### src/rtl/stopwatch_pkg.sv
// Shared types and constants for the stopwatch controller.
// Optional lap feature: define STOPWATCH_LAP_EN to add the LAP state.
package stopwatch_pkg;

`ifdef STOPWATCH_LAP_EN
  typedef enum logic [1:0] {
    IDLE  = 2'd0,
    RUN   = 2'd1,
    PAUSE = 2'd2,
    LAP   = 2'd3
  } sw_state_t;
`else
  typedef enum logic [1:0] {
    IDLE  = 2'd0,
    RUN   = 2'd1,
    PAUSE = 2'd2
  } sw_state_t;
`endif

  // Wrap values of the four BCD digits (tens digits stop at 5 for 0..59)
  localparam logic [3:0] SEC_T_MAX = 4'd5;
  localparam logic [3:0] MIN_T_MAX = 4'd5;
  localparam logic [3:0] ONES_MAX  = 4'd9;

  // The prescaler and live count advance only in these states
  function automatic logic is_counting(input sw_state_t s);
`ifdef STOPWATCH_LAP_EN
    return (s == RUN) || (s == LAP);
`else
    return (s == RUN);
`endif
  endfunction

endpackage

### src/rtl/bcd_digit_cnt.sv
// One BCD digit that counts 0..MAX and wraps; carry flags the wrap so the
// next digit up can advance in the same cycle.
module bcd_digit_cnt
  import stopwatch_pkg::*;
#(
  parameter logic [3:0] MAX = ONES_MAX
) (
  input  logic       clk,
  input  logic       rst_n,
  input  logic       en,
  input  logic       clr,
  output logic [3:0] q,
  output logic       carry
);

  logic [3:0] q_reg;

  // Digit register: clear wins over increment, wrap to 0 after MAX
  always_ff @(posedge clk or negedge rst_n) begin
    if (!rst_n) begin
      q_reg <= 4'd0;
    end else if (clr) begin
      q_reg <= 4'd0;
    end else if (en) begin
      q_reg <= (q_reg == MAX) ? 4'd0 : q_reg + 4'd1;
    end
  end

  assign q     = q_reg;
  assign carry = en & (q_reg == MAX);

endmodule

### src/rtl/stopwatch_ctrl.sv
// MM:SS stopwatch: start/stop/clear control FSM, one-second prescaler,
// BCD digit chain and optional lap freeze (macro STOPWATCH_LAP_EN).
module stopwatch_ctrl
  import stopwatch_pkg::*;
#(
  parameter int unsigned TICK_DIV = 50_000_000
) (
  input  logic       clk,
  input  logic       rst_n,
  input  logic       btn_ss,
  input  logic       btn_clr,
  input  logic       btn_lap,
  output logic [3:0] min_t,
  output logic [3:0] min_o,
  output logic [3:0] sec_t,
  output logic [3:0] sec_o,
  output logic       running,
  output logic       lap_hold,
  output logic       rollover
);

  localparam logic [31:0] PRESC_LAST = 32'(TICK_DIV - 1);

  sw_state_t   state_reg, state_next;
  logic [31:0] presc_reg;
  logic        counting;
  logic        tick;
  logic        tick_en;
  logic        capture;
  logic [15:0] live;
  logic        c_sec_o, c_sec_t, c_min_o, c_min_t;

  assign counting = is_counting(state_reg);
  assign tick     = counting && (presc_reg == PRESC_LAST);
  // A tick landing on a clear is thrown away
  assign tick_en  = tick & ~btn_clr;

  // State register
  always_ff @(posedge clk or negedge rst_n) begin
    if (!rst_n) state_reg <= IDLE;
    else        state_reg <= state_next;
  end

  // Next state: clear beats start/stop, which beats lap
  always_comb begin
    state_next = state_reg;
    capture    = 1'b0;
    if (btn_clr) begin
      state_next = IDLE;
    end else if (btn_ss) begin
      case (state_reg)
        IDLE:    state_next = RUN;
        RUN:     state_next = PAUSE;
        PAUSE:   state_next = RUN;
`ifdef STOPWATCH_LAP_EN
        LAP:     state_next = PAUSE;
`endif
        default: state_next = IDLE;
      endcase
`ifdef STOPWATCH_LAP_EN
    end else if (btn_lap) begin
      if (state_reg == RUN) begin
        state_next = LAP;
        capture    = 1'b1;
      end else if (state_reg == LAP) begin
        state_next = RUN;
      end
`endif
    end
  end

  // Prescaler: zero in IDLE or on clear, hold in PAUSE, wrap on tick
  always_ff @(posedge clk or negedge rst_n) begin
    if (!rst_n) begin
      presc_reg <= 32'd0;
    end else if (btn_clr || state_reg == IDLE) begin
      presc_reg <= 32'd0;
    end else if (counting) begin
      presc_reg <= tick ? 32'd0 : presc_reg + 32'd1;
    end
  end

  bcd_digit_cnt #(.MAX(ONES_MAX)) u_sec_o (
    .clk(clk), .rst_n(rst_n), .en(tick_en), .clr(btn_clr),
    .q(live[3:0]), .carry(c_sec_o)
  );
  bcd_digit_cnt #(.MAX(SEC_T_MAX)) u_sec_t (
    .clk(clk), .rst_n(rst_n), .en(c_sec_o), .clr(btn_clr),
    .q(live[7:4]), .carry(c_sec_t)
  );
  bcd_digit_cnt #(.MAX(ONES_MAX)) u_min_o (
    .clk(clk), .rst_n(rst_n), .en(c_sec_t), .clr(btn_clr),
    .q(live[11:8]), .carry(c_min_o)
  );
  bcd_digit_cnt #(.MAX(MIN_T_MAX)) u_min_t (
    .clk(clk), .rst_n(rst_n), .en(c_min_o), .clr(btn_clr),
    .q(live[15:12]), .carry(c_min_t)
  );

  // Carry out of the top digit only happens on the 59:59 -> 00:00 tick
  assign rollover = c_min_t;
  assign running  = counting;

`ifdef STOPWATCH_LAP_EN
  logic [15:0] lap_reg;
  logic [15:0] disp;

  // Lap register: snapshot of the pre-increment live count
  always_ff @(posedge clk or negedge rst_n) begin
    if (!rst_n)       lap_reg <= 16'd0;
    else if (btn_clr) lap_reg <= 16'd0;
    else if (capture) lap_reg <= live;
  end

  assign lap_hold = (state_reg == LAP);
  assign disp     = lap_hold ? lap_reg : live;
  assign {min_t, min_o, sec_t, sec_o} = disp;
`else
  logic unused_lap;

  assign unused_lap = btn_lap ^ capture;
  assign lap_hold   = 1'b0;
  assign {min_t, min_o, sec_t, sec_o} = live;
`endif

endmodule

### config.mk
export PLATFORM = sky130hd
export DESIGN_NAME = stopwatch_ctrl
export DESIGN_NICKNAME = d
export VERILOG_FILES = /design/src/rtl/stopwatch_pkg.sv /design/src/rtl/bcd_digit_cnt.sv /design/src/rtl/stopwatch_ctrl.sv
export SDC_FILE = /design/constraint.sdc
export NUM_CORES = 1
export LEC_CHECK = 0
export BUFFER_PORTS_ARGS = -buffer_cell sky130_fd_sc_hd__buf_2
export CAP_MARGIN = 5
export CORE_MARGIN = 2
export CORE_UTILIZATION = 62
export CTS_BUF_LIST = sky130_fd_sc_hd__clkbuf_4 sky130_fd_sc_hd__clkbuf_8
export DETAILED_ROUTE_END_ITERATION = 8
export PLACE_DENSITY_LB_ADDON = 0.2
export RECOVER_POWER = 50
export SKIP_CTS_REPAIR_TIMING = 1
export SLEW_MARGIN = 20
export SYNTH_ARGS = -nofsm -noshare
export SYNTH_HDL_FRONTEND = slang
export SYNTH_HIERARCHICAL = 1
export SYNTH_SLANG_ARGS = --single-unit
export TNS_END_PERCENT = 20
### constraint.sdc
create_clock -name clk -period 6.01 [get_ports clk]
set_clock_uncertainty 0.05 [all_clocks]
set_input_delay 1.202 -clock clk [delete_from_list [all_inputs] [get_ports clk]]
set_output_delay 1.202 -clock clk [all_outputs]
set_load 0.02 [all_outputs]
==> results.md <==
* CP startpoint kind: flop
* Syn_nets at roughly 360
* Die width at 74.3 µm
* Total chip power at approximately 620 µW
* Cell area after placement at between 3000 and 4000 µm²
* Vias in the first global route at between 2000 and 2500
* Pwr dens at between 150 and 200 nW/µm²
* Max-slew headroom at -74.9%
* Final WS setup at roughly 0.79 ns
* Synth Register Bits at 50
* Crit path to: rollover
* Vias at approximately 2700
* DRT iter0 DRCs at slightly below 200
* Failing checks: max-capacitance violations, max-slew violations
* Period utilization at between 80% and 90%
* Area leader, netlist: dfrtp_1
* Largest net degree at the start of global routing at 51
* Critical Path AT at 3.97 ns
* N_diodes at 0
* R2R setup slack at ~2.0 ns
* Core area at between 4000 and 5000 µm²
* HP Start: presc_reg[10]
* Outcome: finished, violations left
* Area taken by multi-input logic gates at around 1600 µm²
* Final wirelength at between 6 and 7 mm
* Fmax achieved at 191 MHz
* CTS tree: done
* Synth Cell Area at approximately 3100 µm²
* Drt via density at 6.30
* Mux cell area share after synthesis at less than 1%
* Crit-path max FO at 8
* Area grow syn2layout at 6.86%
* Layout cells sized above 1 at 10.8%
* Synth top area share at 40.8%
* Req. time, crit path at around 4.8 ns
* Worst Reg2Reg Path Length in Cells at 12
* Max reg flops at 32
* Leading register cell type out of synthesis: dfrtp_1
* Worst flop-to-flop path startpoint: presc_reg[26]
* Max Transition Viols Final at 51
* Final hold violation count at 0
* Crit path capture type: output pin
* Synth Area in Adders at under 10%
* Unrepaired setup endpoints after global routing: false
* Initial Utilization at between 60% and 70%
* Post-synthesis compound-gate area fraction at 18.9%
* Setup violation total in the final timing report at 0
* Clock-pin slew of the registers on the worst-case setup and hold paths at ~0.09 ns
* Standard-cell rows at 25
* Global-route wire length before repair at about 11 mm
* Die area at around 5500 µm²
* CP Class: reg -> out
* Syn_area_per_cell at approximately 8.9 µm²
* Post-synth top cells: 50 x dfrtp_1, 28 x nand2_1, 27 x a21oi_1, 22 x nand3_1, 19 x inv_1
* Ys Warns at 6
* Pre-CTS WS at ~1.1 ns
* Net count, final at approximately 370
* TNS Setup at 0 ns
* Clk buf depth at 2
* GRT Total Usage at 26.5%
* Detailed Place HPWL at 4.44 mm
* GP Congestion at 0.898
* Most common cell in the netlist: dfrtp_1
* Clock buffer count from CTS at 5
* Post-synth EDFFs at 0
* WL/cell at 15.3 µm
* Die H at roughly 74 µm
* CTS H-Tree Depth at 2
* Post-Synth XOR/XNOR Area at less than 1%
* Fin area at ~3300 µm²
* Max VDD drop at roughly 0.00012 V
* Simple-gate share of the synthesized area at between 20% and 30%
* Mapped Cells at between 300 and 400
* Clk_lat worst skew at 0.30 ns
* Cells taking the most area after synthesis: dfrtp_1 41%, a21oi_1 4.4%, ha_1 3.7%
* TritonRoute pass-1 iters at 5
* Largest family of logic cells by synthesized area: simple AND/OR/NAND/NOR gates
* HP Class: reg -> reg
* # clock sinks at 50
* Pleak at approximately 1.3 nW
* Min Tclk post-route at between 5 and 6 ns
* Max-Cap Viols at 1
* Worst r2r dst: u_min_t/q[3]
* Register area at 1250 µm²
* DRT antenna net count at 0
* Initial antenna violation count at 0
* CP startpoint: presc_reg[26]
* Sequential-to-total area share from yosys stat at between 40% and 50%
* Number of remaining DRC errors at 0
* Root Buffer: clkbuf_8
* Slew at the pin closest to its max-slew limit at about 2.6 ns
* Top Ports at 24
* Fillers at 420
* Post-synthesis cell type count at 56
* Asr flop ratio synth at between 90% and 100%
* Grt ovf at 0
* IO buf count at 21
metal layers:
metal  part of all wire, %  vias to the layer above  wire length, µm  track usage (%)
li1                      -                     1306                -                -
met1                    47                     1300             3040             35.2
met2                    48                       75             3110             44.7
met3                   4.5                        9              293             4.34
met4                   1.5                        0               95             8.53
met5                     0                        -                0                0
worst max-delay path, cell delays in order (launching register included):
cell,delay (ns)
dfrtp_1,0.45
or4b_1,0.54
or4_4,0.53
nor4_1,0.26
buf_4,0.20
inv_1,0.07
nor2_1,0.39
and4_2,0.37
inv_1,0.09
nor2_1,0.36
and4_2,0.27
buf_2,0.15
worst min-delay path by stage:
| stage | endpoint | slack (ns) | cells after the start |
|---|---|---|---|
| final | presc_reg[10] | 0.49 | 1 |
| after global routing | presc_reg[10] | 0.52 | 1 |
| after CTS | presc_reg[10] | 0.49 | 1 |
| after detailed placement | presc_reg[10] | 0.48 | 1 |
| after global placement | presc_reg[31] | 0.47 | 2 |
| after floorplan | presc_reg[10] | 0.44 | 1 |
placed cells by master (no fill, tap or decap), types with 3 or more instances in the layout:
cell type / n
nor3_1: 5
a31oi_1: 5
dfrtp_1: 50
nand2b_1: 8
nand3b_1: 12
nand2_1: 28
nand4_1: 17
inv_1: 19
nand3_1: 22
clkbuf_8: 5
clkbuf_1: 8
and3_1: 7
buf_2: 14
ha_1: 9
a21oi_2: 4
a21oi_1: 27
a21o_1: 8
o21ai_1: 11
or4_1: 3
nor3b_1: 3
a41oi_1: 4
or3_1: 14
nor4_1: 6
nor2_1: 15
o21ai_0: 9
where the power goes:
group / switching [mW] / internal (mW) / total, mW
sequential: 0.00268 / 0.338 / 0.340
combinational: 0.0267 / 0.00969 / 0.0364
clock: 0.105 / 0.134 / 0.238
kinds of logic (layout without fill, tap and decap cells):
group                      count (synthesis)  count (layout)
AOI/OAI and AO/OA                         88              88
other                                      1               1
muxes                                      2               2
DFF                                       50              50
buffers and inverters                     35              51
xor gates and xnor gates                   1               1
adders and majority gates                  9               9
and+or+nand+nor                          158             158
cell type report:
type,instances,area share (%)
multi-input cells,259,50.0
well taps,67,2.56
repair buffers,24,3.52
clock buffers,7,2.56
inverters,19,2.18
clock inverters,1,0.917
flip-flops and latches,50,38.2
per-stage QoR:
step / hold WS (ns) / cells / utilization, %
2_1_floorplan: 0.438 / 344 / -
3_5_place_dp: 0.478 / 419 / 66.7
6_report: 0.491 / 427 / 68.8
4_1_cts: 0.489 / 427 / 69.1
5_1_grt: 0.524 / 427 / 68.8
3_3_place_gp: 0.469 / 419 / 66.7
Power figures use the tool's default switching activity.
